File: src/rtl/ring_router_pkg.sv
// Shared packet type and helpers for the ring router node.
// Pure type/constant package; no timing.
// No flow control of its own.
package RouterPkg;

    // Node address fields are sized for the largest supported ring.
    localparam int NODE_W    = 8;
    localparam int PAYLOAD_W = 32;

    typedef struct packed {
        logic [NODE_W-1:0]    src;
        logic [NODE_W-1:0]    dest;
        logic [31:0]          pid;
        logic [PAYLOAD_W-1:0] payload;
    } pkt_t;

    // Bits needed to address num_nodes ring positions (at least one).
    function automatic int node_id_w(input int num_nodes);
        return (num_nodes > 1) ? $clog2(num_nodes) : 1;
    endfunction

endpackage

File: src/rtl/ring_router_fifo.sv
// Generic synchronous FIFO with combinational head read.
// Latency: write visible at head one cycle later, no bypass.
// Backpressure: full/empty registered from count; write-when-full and read-when-empty are ignored.
module ring_fifo
    import RouterPkg::*;
#(
    parameter int  DEPTH = 4,
    parameter type T     = pkt_t
) (
    input  logic clk,
    input  logic rst_l,
    input  T     data_in,
    input  logic we,
    input  logic re,
    output T     data_out,
    output logic full,
    output logic empty
);

    localparam int PW = (DEPTH > 1) ? $clog2(DEPTH) : 1;
    localparam int CW = $clog2(DEPTH + 1);

    T               mem_q [DEPTH];
    logic [PW-1:0]  wr_ptr_q;
    logic [PW-1:0]  rd_ptr_q;
    logic [CW-1:0]  count_q;
    logic           wr_en;
    logic           rd_en;

    assign full     = (count_q == CW'(DEPTH));
    assign empty    = (count_q == '0);
    assign wr_en    = we && !full;
    assign rd_en    = re && !empty;
    assign data_out = mem_q[rd_ptr_q];

    // Storage, pointers and occupancy; power-of-two depth lets pointers wrap naturally.
    always_ff @(posedge clk or negedge rst_l) begin
        if (!rst_l) begin
            for (int i = 0; i < DEPTH; i++) begin
                mem_q[i] <= '0;
            end
            wr_ptr_q <= '0;
            rd_ptr_q <= '0;
            count_q  <= '0;
        end else begin
            if (wr_en) begin
                mem_q[wr_ptr_q] <= data_in;
                wr_ptr_q        <= wr_ptr_q + PW'(1);
            end
            if (rd_en) begin
                rd_ptr_q <= rd_ptr_q + PW'(1);
            end
            case ({wr_en, rd_en})
                2'b10:   count_q <= count_q + CW'(1);
                2'b01:   count_q <= count_q - CW'(1);
                default: count_q <= count_q;
            endcase
        end
    end

endmodule

File: src/rtl/ring_router.sv
// Ring node: forwards transit packets, ejects local ones, injects local traffic with starvation bound.
// Latency: ring_in->ring_out 1 cycle min, ring_in->ej_valid 1 cycle, inject->ring_out 1 cycle min.
// Backpressure: readies are registered FIFO not-full; ring_out selection locks while stalled.
module ring_router
    import RouterPkg::*;
#(
    parameter int NUM_NODES    = 8,
    parameter int NODE_ID      = 0,
    parameter int DEPTH        = 4,
    parameter int STARVE_LIMIT = 4
) (
    input  logic clk,
    input  logic rst_l,
    input  logic ring_in_valid,
    input  pkt_t ring_in,
    output logic ring_in_ready,
    output logic ring_out_valid,
    output pkt_t ring_out,
    input  logic ring_out_ready,
    input  logic inj_valid,
    input  pkt_t inj_pkt,
    output logic inj_ready,
    output logic ej_valid,
    output pkt_t ej_pkt,
    input  logic ej_ready,
    output logic err_drop
);

    localparam int                SW         = $clog2(STARVE_LIMIT + 1);
    localparam logic [SW-1:0]     STARVE_MAX = SW'(STARVE_LIMIT);
    localparam logic [NODE_W-1:0] MY_ID      = NODE_W'(NODE_ID);
    localparam logic [NODE_W:0]   NODE_LIM   = (NODE_W + 1)'(NUM_NODES);

    // FIFO status / heads
    logic t_full, t_empty, i_full, i_empty, e_full, e_empty;
    pkt_t t_head, i_head, e_head;
    logic t_we, t_re, i_we, i_re, e_we;

    // Arbiter state
    logic          lock_q, lock_d;
    logic          lock_sel_q, lock_sel_d;
    logic [SW-1:0] starve_cnt_q, starve_cnt_d;
    logic          err_drop_q, err_drop_d;
    logic          sel_inj;

    logic ring_fire, ring_local;
    logic inj_fire, inj_bad;
    logic out_fire;

    // Ring ingress: only FIFO state gates ready, so no path from ring_in data.
    assign ring_in_ready = !t_full && !e_full;
    assign ring_fire     = ring_in_valid && ring_in_ready;
    assign ring_local    = (ring_in.dest == MY_ID);
    assign t_we          = ring_fire && !ring_local;
    assign e_we          = ring_fire && ring_local;

    // Injection: self-addressed or out-of-range destinations are accepted then discarded.
    assign inj_ready = !i_full;
    assign inj_fire  = inj_valid && inj_ready;
    assign inj_bad   = (inj_pkt.dest == MY_ID) || ({1'b0, inj_pkt.dest} >= NODE_LIM);
    assign i_we      = inj_fire && !inj_bad;

    // Ejection straight from the E head.
    assign ej_valid = !e_empty;
    assign ej_pkt   = e_head;

    // Egress
    assign ring_out_valid = !t_empty || !i_empty;
    assign ring_out       = sel_inj ? i_head : t_head;
    assign out_fire       = ring_out_valid && ring_out_ready;
    assign t_re           = out_fire && !sel_inj;
    assign i_re           = out_fire && sel_inj;
    assign err_drop       = err_drop_q;

    ring_fifo #(.DEPTH(DEPTH), .T(pkt_t)) u_t_fifo (
        .clk      (clk),
        .rst_l    (rst_l),
        .data_in  (ring_in),
        .we       (t_we),
        .re       (t_re),
        .data_out (t_head),
        .full     (t_full),
        .empty    (t_empty)
    );

    ring_fifo #(.DEPTH(DEPTH), .T(pkt_t)) u_i_fifo (
        .clk      (clk),
        .rst_l    (rst_l),
        .data_in  (inj_pkt),
        .we       (i_we),
        .re       (i_re),
        .data_out (i_head),
        .full     (i_full),
        .empty    (i_empty)
    );

    ring_fifo #(.DEPTH(DEPTH), .T(pkt_t)) u_e_fifo (
        .clk      (clk),
        .rst_l    (rst_l),
        .data_in  (ring_in),
        .we       (e_we),
        .re       (ej_ready),
        .data_out (e_head),
        .full     (e_full),
        .empty    (e_empty)
    );

    // Output selection: held while locked, else transit priority unless inject has starved.
    always_comb begin
        sel_inj = 1'b0;
        if (lock_q) begin
            sel_inj = lock_sel_q;
        end else if (!i_empty && (t_empty || (starve_cnt_q == STARVE_MAX))) begin
            sel_inj = 1'b1;
        end
    end

    // Next-state for lock, starvation counter and drop pulse.
    always_comb begin
        lock_d       = ring_out_valid && !ring_out_ready;
        lock_sel_d   = sel_inj;
        starve_cnt_d = starve_cnt_q;
        err_drop_d   = inj_fire && inj_bad;
        if (i_re || i_empty) begin
            starve_cnt_d = '0;
        end else if (t_re && (starve_cnt_q != STARVE_MAX)) begin
            starve_cnt_d = starve_cnt_q + SW'(1);
        end
    end

    // Arbiter state registers.
    always_ff @(posedge clk or negedge rst_l) begin
        if (!rst_l) begin
            lock_q       <= 1'b0;
            lock_sel_q   <= 1'b0;
            starve_cnt_q <= '0;
            err_drop_q   <= 1'b0;
        end else begin
            lock_q       <= lock_d;
            lock_sel_q   <= lock_sel_d;
            starve_cnt_q <= starve_cnt_d;
            err_drop_q   <= err_drop_d;
        end
    end

endmodule

File: config.mk
export PLATFORM = sky130hd
export DESIGN_NAME = ring_router
export DESIGN_NICKNAME = d
export VERILOG_FILES = /design/src/rtl/ring_router_pkg.sv /design/src/rtl/ring_router_fifo.sv /design/src/rtl/ring_router.sv
export SDC_FILE = /design/constraint.sdc
export NUM_CORES = 1
export LEC_CHECK = 0
export CELL_PAD_IN_SITES_DETAIL_PLACEMENT = 0
export CELL_PAD_IN_SITES_GLOBAL_PLACEMENT = 1
export CORE_MARGIN = 2
export CORE_UTILIZATION = 55
export DETAILED_ROUTE_END_ITERATION = 10
export PLACE_DENSITY = 0.94
export SLEW_MARGIN = 25
export SYNTH_ARGS = -nofsm -noshare
export SYNTH_HDL_FRONTEND = slang
export SYNTH_HIERARCHICAL = 1
export SYNTH_SLANG_ARGS = --single-unit
File: constraint.sdc
create_clock -name clk -period 8.7 [get_ports clk]
set_clock_uncertainty 0.15 [all_clocks]
set_input_delay 1.305 -clock clk [delete_from_list [all_inputs] [get_ports clk]]
set_output_delay 1.305 -clock clk [all_outputs]
set_load 0.05 [all_outputs]
==> flow_summary.toml, run 1 <==
[logic_synthesis]
syn_area_um2 = 44700
synth-edff-count = 0
syn_nets = 2749
syn_inst = 2563
seq_area_frac_synth = 0.553
avgSynthCellArea_um2 = 17.4
synth-warning-count = 6
synth_top_area_share = 0.553
yosys.area.top_type = "dfrtp_1"
synthDistinctLibCells = 31
synth.most_common_cell = "dfrtp_1"
ys_async_sr_fraction = 1.00
synth_area_leaders = "dfrtp_1, mux2_2, mux4_2"
ys_ff_latch = 987
synth_commonest_cells = "dfrtp_1, mux2_2, mux4_2"
ys.flop_type = "dfrtp_1"

[setup_path]
crit_chain = "buf_6, mux4_2, mux2_4, clkdlybuf4s50_1"
cp.required_ns = 7.24
critPathSlowestCell = "dfrtp_4"
crit_type = "flop to primary output"
worst-path-stages = 4
critPathMaxStageDelay_ns = 1.03
rr_worst_depth = 9
crit_family = "buffers and inverters"
cp-end-kind = "primary output"
rrSetupSlack_ns = 4.65
crit_path_max_fanout = 42
crit_buf_inv = 2
arrival_ns = 4.02
startpoint_type = "flop"

[floorplanning]
row_count = 104
die_width_um = 289
core_um2 = 80400
dieArea_um2 = 83500
dieHeight_um = 289
initial_core_util = 0.556
io_pins = 331

[clock_tree]
clock_sinks = 987
clock_latency_ns = 0.66
clkTransAtPathRegs_ns = 0.05
tritoncts = "done"
postCtsSetupRepairBufs = 0
htree_levels = 3
cts_buffers = 103
ctsLongestPathBuffers = 3
cts-root-buf = "clkbuf_16"
ctsResizeCount = 0
cts_hold_buf = 0

[power_and_ir_drop]
power.density_nw_per_um2 = 346
power.leakage_uw = 0.0235
ir_drop_uv = 320

[detailed_routing]
wirelength_mm = 106
drc = 0
vias = 24300
dr.pass1.iters = 5
post_drt_wl_per_cell_um = 26.3
avgViaCountPerCell = 6.03
drtIter0Drc = 1404
antenna_left = 0

[worst_hold_path]
hp-class = "flop to flop"
worstHoldPathCells = 1

[global_routing]
grt.overflow.total = 0
grt_max_degree = 217
grt_first_pass_wirelength_mm = 164
grt_pass1_vias = 27700
grt_usage = 0.260
antenna_found_initial = 18

[sta]
fin_tns_setup_ns = 0
final-hold-violation-count = 0
slew_violations = 0
slew_headroom = 0.286
worst_slew_pin_slew_ns = 1.07
setup_viol = 0
timing.final.crit_share = 0.630
holdWs_ns = 0.349
period_needed_ns = 5.48
rsz0062_at_grt = "no"
fmax_mhz = 183

[flow_run]
drv_cap = 0

[place]
port_buffers = 330
hpwl_mm = 66.5
gp_congestion = 0.761

[final_layout]
final_util = 0.644
area_growth_syn_to_layout_pct = 16.0
nets = 3071
drive_above_1_share = 0.513

[outcome]
status = "finished clean"
-- cell families after synthesis --
group           count (synthesis)  synth area share
mux                          1286             0.390
flops                         987             0.553
buf+inv                       179            0.0379
simple gates                   60           0.00725
fa+ha+maj                      20           0.00610
xor+xnor                       18           0.00353
compound gates                 13           0.00216
-- layout by cell type (no fill, tap or decap), types with 12 or more instances in the layout --
cell type        count
buf_4               36
clkbuf_1            19
clkbuf_16          106
clkbuf_8            27
clkdlybuf4s50_1    329
clkinv_2            16
dfrtp_1            981
ha_1                17
inv_1               19
mux2_2             975
mux2_4              68
mux4_2             240
nand2_1             22
nor2_4              12
-- worst paths after layout --
| kind | to | startpoint |
|---|---|---|
| max | ring_out[29] | u_t_fifo/rd_ptr_q[0] |
| min | u_i_fifo/mem_q[104] | u_i_fifo/mem_q[104] |
| max reg2reg | u_t_fifo/mem_q[272] | u_e_fifo/count_q[2] |
| min reg2reg | u_i_fifo/mem_q[104] | u_i_fifo/mem_q[104] |
| max in group asynchronous | u_i_fifo/rd_ptr_q[0] | rst_l |
| min in group asynchronous | u_i_fifo/mem_q[88] | rst_l |
-- report_power, final --
part / switching (uW) / leakage, uW / internal (uW)
Combinational: 3580 / 0.00877 / 3370
Clock: 1820 / 0.00176 / 2730
Sequential: 805 / 0.0130 / 5640
Total: 6200 / 0.0235 / 11700
-- per-layer routing --
metal,part of all wire,vias up,routed length (um),global-route usage
li1,-,10200,-,-
met3,0.059,194,6310,0.0600
met1,0.41,13300,43200,0.337
met5,0.0017,-,176,0
met2,0.50,634,53600,0.432
met4,0.027,28,2910,0.0914
-- final cells by class --
cell class,instances,area (um^2)
Sequential cell,987,24700
Fill cell,5466,28600
Inverter,20,75.1
Antenna cell,7,17.5
Multi-Input combinational cell,1397,18300
Timing Repair Buffer,376,3750
Clock buffer,152,3100
Tap cell,1060,1330
Clock inverter,35,480
-- through the flow --
step / total power, uW / cell area, um^2 / setup WS (ns) / instances
after floorplan: 11400 / 44700 / 5.41 / 2563
after global placement: 13200 / 48100 / 3.49 / 3837
after detailed placement: 13500 / 48200 / 3.47 / 3838
after CTS: 18100 / 51700 / 2.83 / 4025
after global routing: 18700 / 51800 / 2.98 / 4031
final: 17900 / 51800 / 3.22 / 4034
-- sequential cells by signal, indices dropped and copies added (netlist names), 3 cells and up --
register	count
starve_cnt_q	3
u_t_fifo/count_q	3
u_i_fifo/mem_q	320
u_e_fifo/count_q	3
u_i_fifo/count_q	3
u_t_fifo/mem_q	320
u_e_fifo/mem_q	320
No activity file was read; power rests on OpenSTA's default activity.
==> inputs of run 2 (changes only) <==
Settings changed: CORE_UTILIZATION 55 to 46, PLACE_DENSITY 0.94 to 0.85.
Clock period 8.7 ns to 4.75 ns, I/O delays scaled along.
==> flow_summary.toml, run 2 (synthesis results as in run 1) <==
[setup_path]
cp-end-kind = "primary output"
rrSetupSlack_ns = 1.22
cp.required_ns = 3.89
reg2reg_to = "u_t_fifo/mem_q[183]"
crit_type = "flop to primary output"
rr_worst_depth = 8
crit_path_max_fanout = 51
arrival_ns = 3.63
rr_startpoint = "u_e_fifo/count_q[2]"
startpoint_type = "flop"

[place]
dp_cells = 4066
gp_congestion = 0.736
hpwl_mm = 69.4
port_buffers = 330

[floorplanning]
initial_core_util = 0.463
core_um2 = 96400
die_width_um = 316
dieHeight_um = 316
row_count = 114
io_pins = 331
dieArea_um2 = 99600

[final_layout]
nets = 3087
final_common_cell = "dfrtp_1"
drive_above_1_share = 0.517
top_regs = "u_e_fifo/mem_q: 320 flops, u_i_fifo/mem_q: 320 flops, u_t_fifo/mem_q: 320 flops"
stdcell_count = 4273
multi_input_area_um2 = 18300
regArea_um2 = 24700
mostFrequentLayoutCells = "dfrtp_1, mux2_2, clkdlybuf4s50_1"
area_growth_syn_to_layout_pct = 18.1
fill_cells = 7519
final_util = 0.547

[global_routing]
antenna_found_initial = 15
grt_usage = 0.222
grt.overflow.total = 0
grt_max_degree = 125
grt_first_pass_wirelength_mm = 168
grt_pass1_vias = 27800

[worst_hold_path]
hp-start = "u_e_fifo/mem_q[149]"
hp-class = "flop to flop"
worstHoldPathCells = 1
min_to = "u_e_fifo/mem_q[149]"

[sta]
rsz0062_at_grt = "no"
fin_tns_setup_ns = 0
slew_violations = 0
timing.final.crit_share = 0.946
slew_headroom = 0.321
setup_viol = 0
period_needed_ns = 4.49
final-hold-violation-count = 0
holdWs_ns = 0.348
worst_slew_pin_slew_ns = 1.02
fmax_mhz = 223

[clock_tree]
ctsLongestPathBuffers = 3
clock_sinks = 987
postCtsSetupRepairBufs = 0
tritoncts = "done"
cts_buffers = 107
htree_levels = 3
clkTransAtPathRegs_ns = 0.06
cts-root-buf = "clkbuf_16"
clock_latency_ns = 0.69

[detailed_routing]
post_drt_wl_per_cell_um = 25.4
dr.pass1.iters = 5
routed-wl-met2_mm = 53.6
route.met3.wl_mm = 6.58
wirelength_mm = 109
drtIter0Drc = 1402
vias = 24200
avgViaCountPerCell = 5.67
antenna_left = 0
routed.top_layer = "met5"
met1_length_mm = 45.2
drc = 0

[power_and_ir_drop]
power.density_nw_per_um2 = 635
power.leakage_uw = 0.0238
p_total_uw = 33500
ir_drop_uv = 529

[outcome]
status = "finished clean"

[flow_run]
drv_cap = 0
## run 2: what timing repair did
action | CTS | global route
resized for setup | 0 | 0
endpoints found under the setup margin | 0 | 0
hold endpoints to repair | 1 | 0
hold buffers | 1 | 0
## run 2: where the power goes
group          leakage [uW]  internal, uW  total [uW]  switching (uW)
clock               0.00186          5300        8770            3470
sequential           0.0130         10300       11700            1380
combinational       0.00894          6310       13000            6730
## run 2: worst max path at each step
stage	from	end	slack, ns	cells after the start
final	u_i_fifo/count_q[0]	ring_out[79]	0.26	5
after global routing	u_i_fifo/count_q[0]	ring_out[5]	0.09	5
after CTS	u_i_fifo/count_q[0]	ring_out[8]	0.18	5
after detailed placement	ring_in[68]	u_e_fifo/mem_q[21]	0.81	8
after global placement	ring_in[68]	u_e_fifo/mem_q[31]	0.88	8
after floorplan	u_e_fifo/count_q[2]	u_t_fifo/mem_q[0]	1.77	8
## run 2: final cells by class
type | count | share of cell area
Tap cell | 1276 | 0.0303
Sequential cell | 987 | 0.468
Timing Repair Buffer | 388 | 0.0801
Antenna cell | 6 | 0.000285
Multi-Input combinational cell | 1397 | 0.348
Clock buffer | 152 | 0.0591
Clock inverter | 47 | 0.0127
Inverter | 20 | 0.00142
## run 2: metal layers
metal | up-vias | track usage
met5 | - | 0
met1 | 13200 | 0.289
li1 | 10300 | -
met2 | 579 | 0.364
met4 | 18 | 0.0774
met3 | 204 | 0.0557
## run 2: stage by stage
step | area, um^2 | setup WS, ns
finish | 52800 | 0.256
floorplan | 44700 | 1.77
detailed placement | 48900 | 0.811
CTS | 52700 | 0.185
global placement | 48900 | 0.879
global route | 52800 | 0.0877
## run 2: critical path, stage by stage (launching register included)
cell and delay (ns):
dfrtp_1 0.45, nor3_1 0.56, o31a_2 0.32, buf_12 0.43, mux2_2 0.45, clkdlybuf4s50_1 0.72
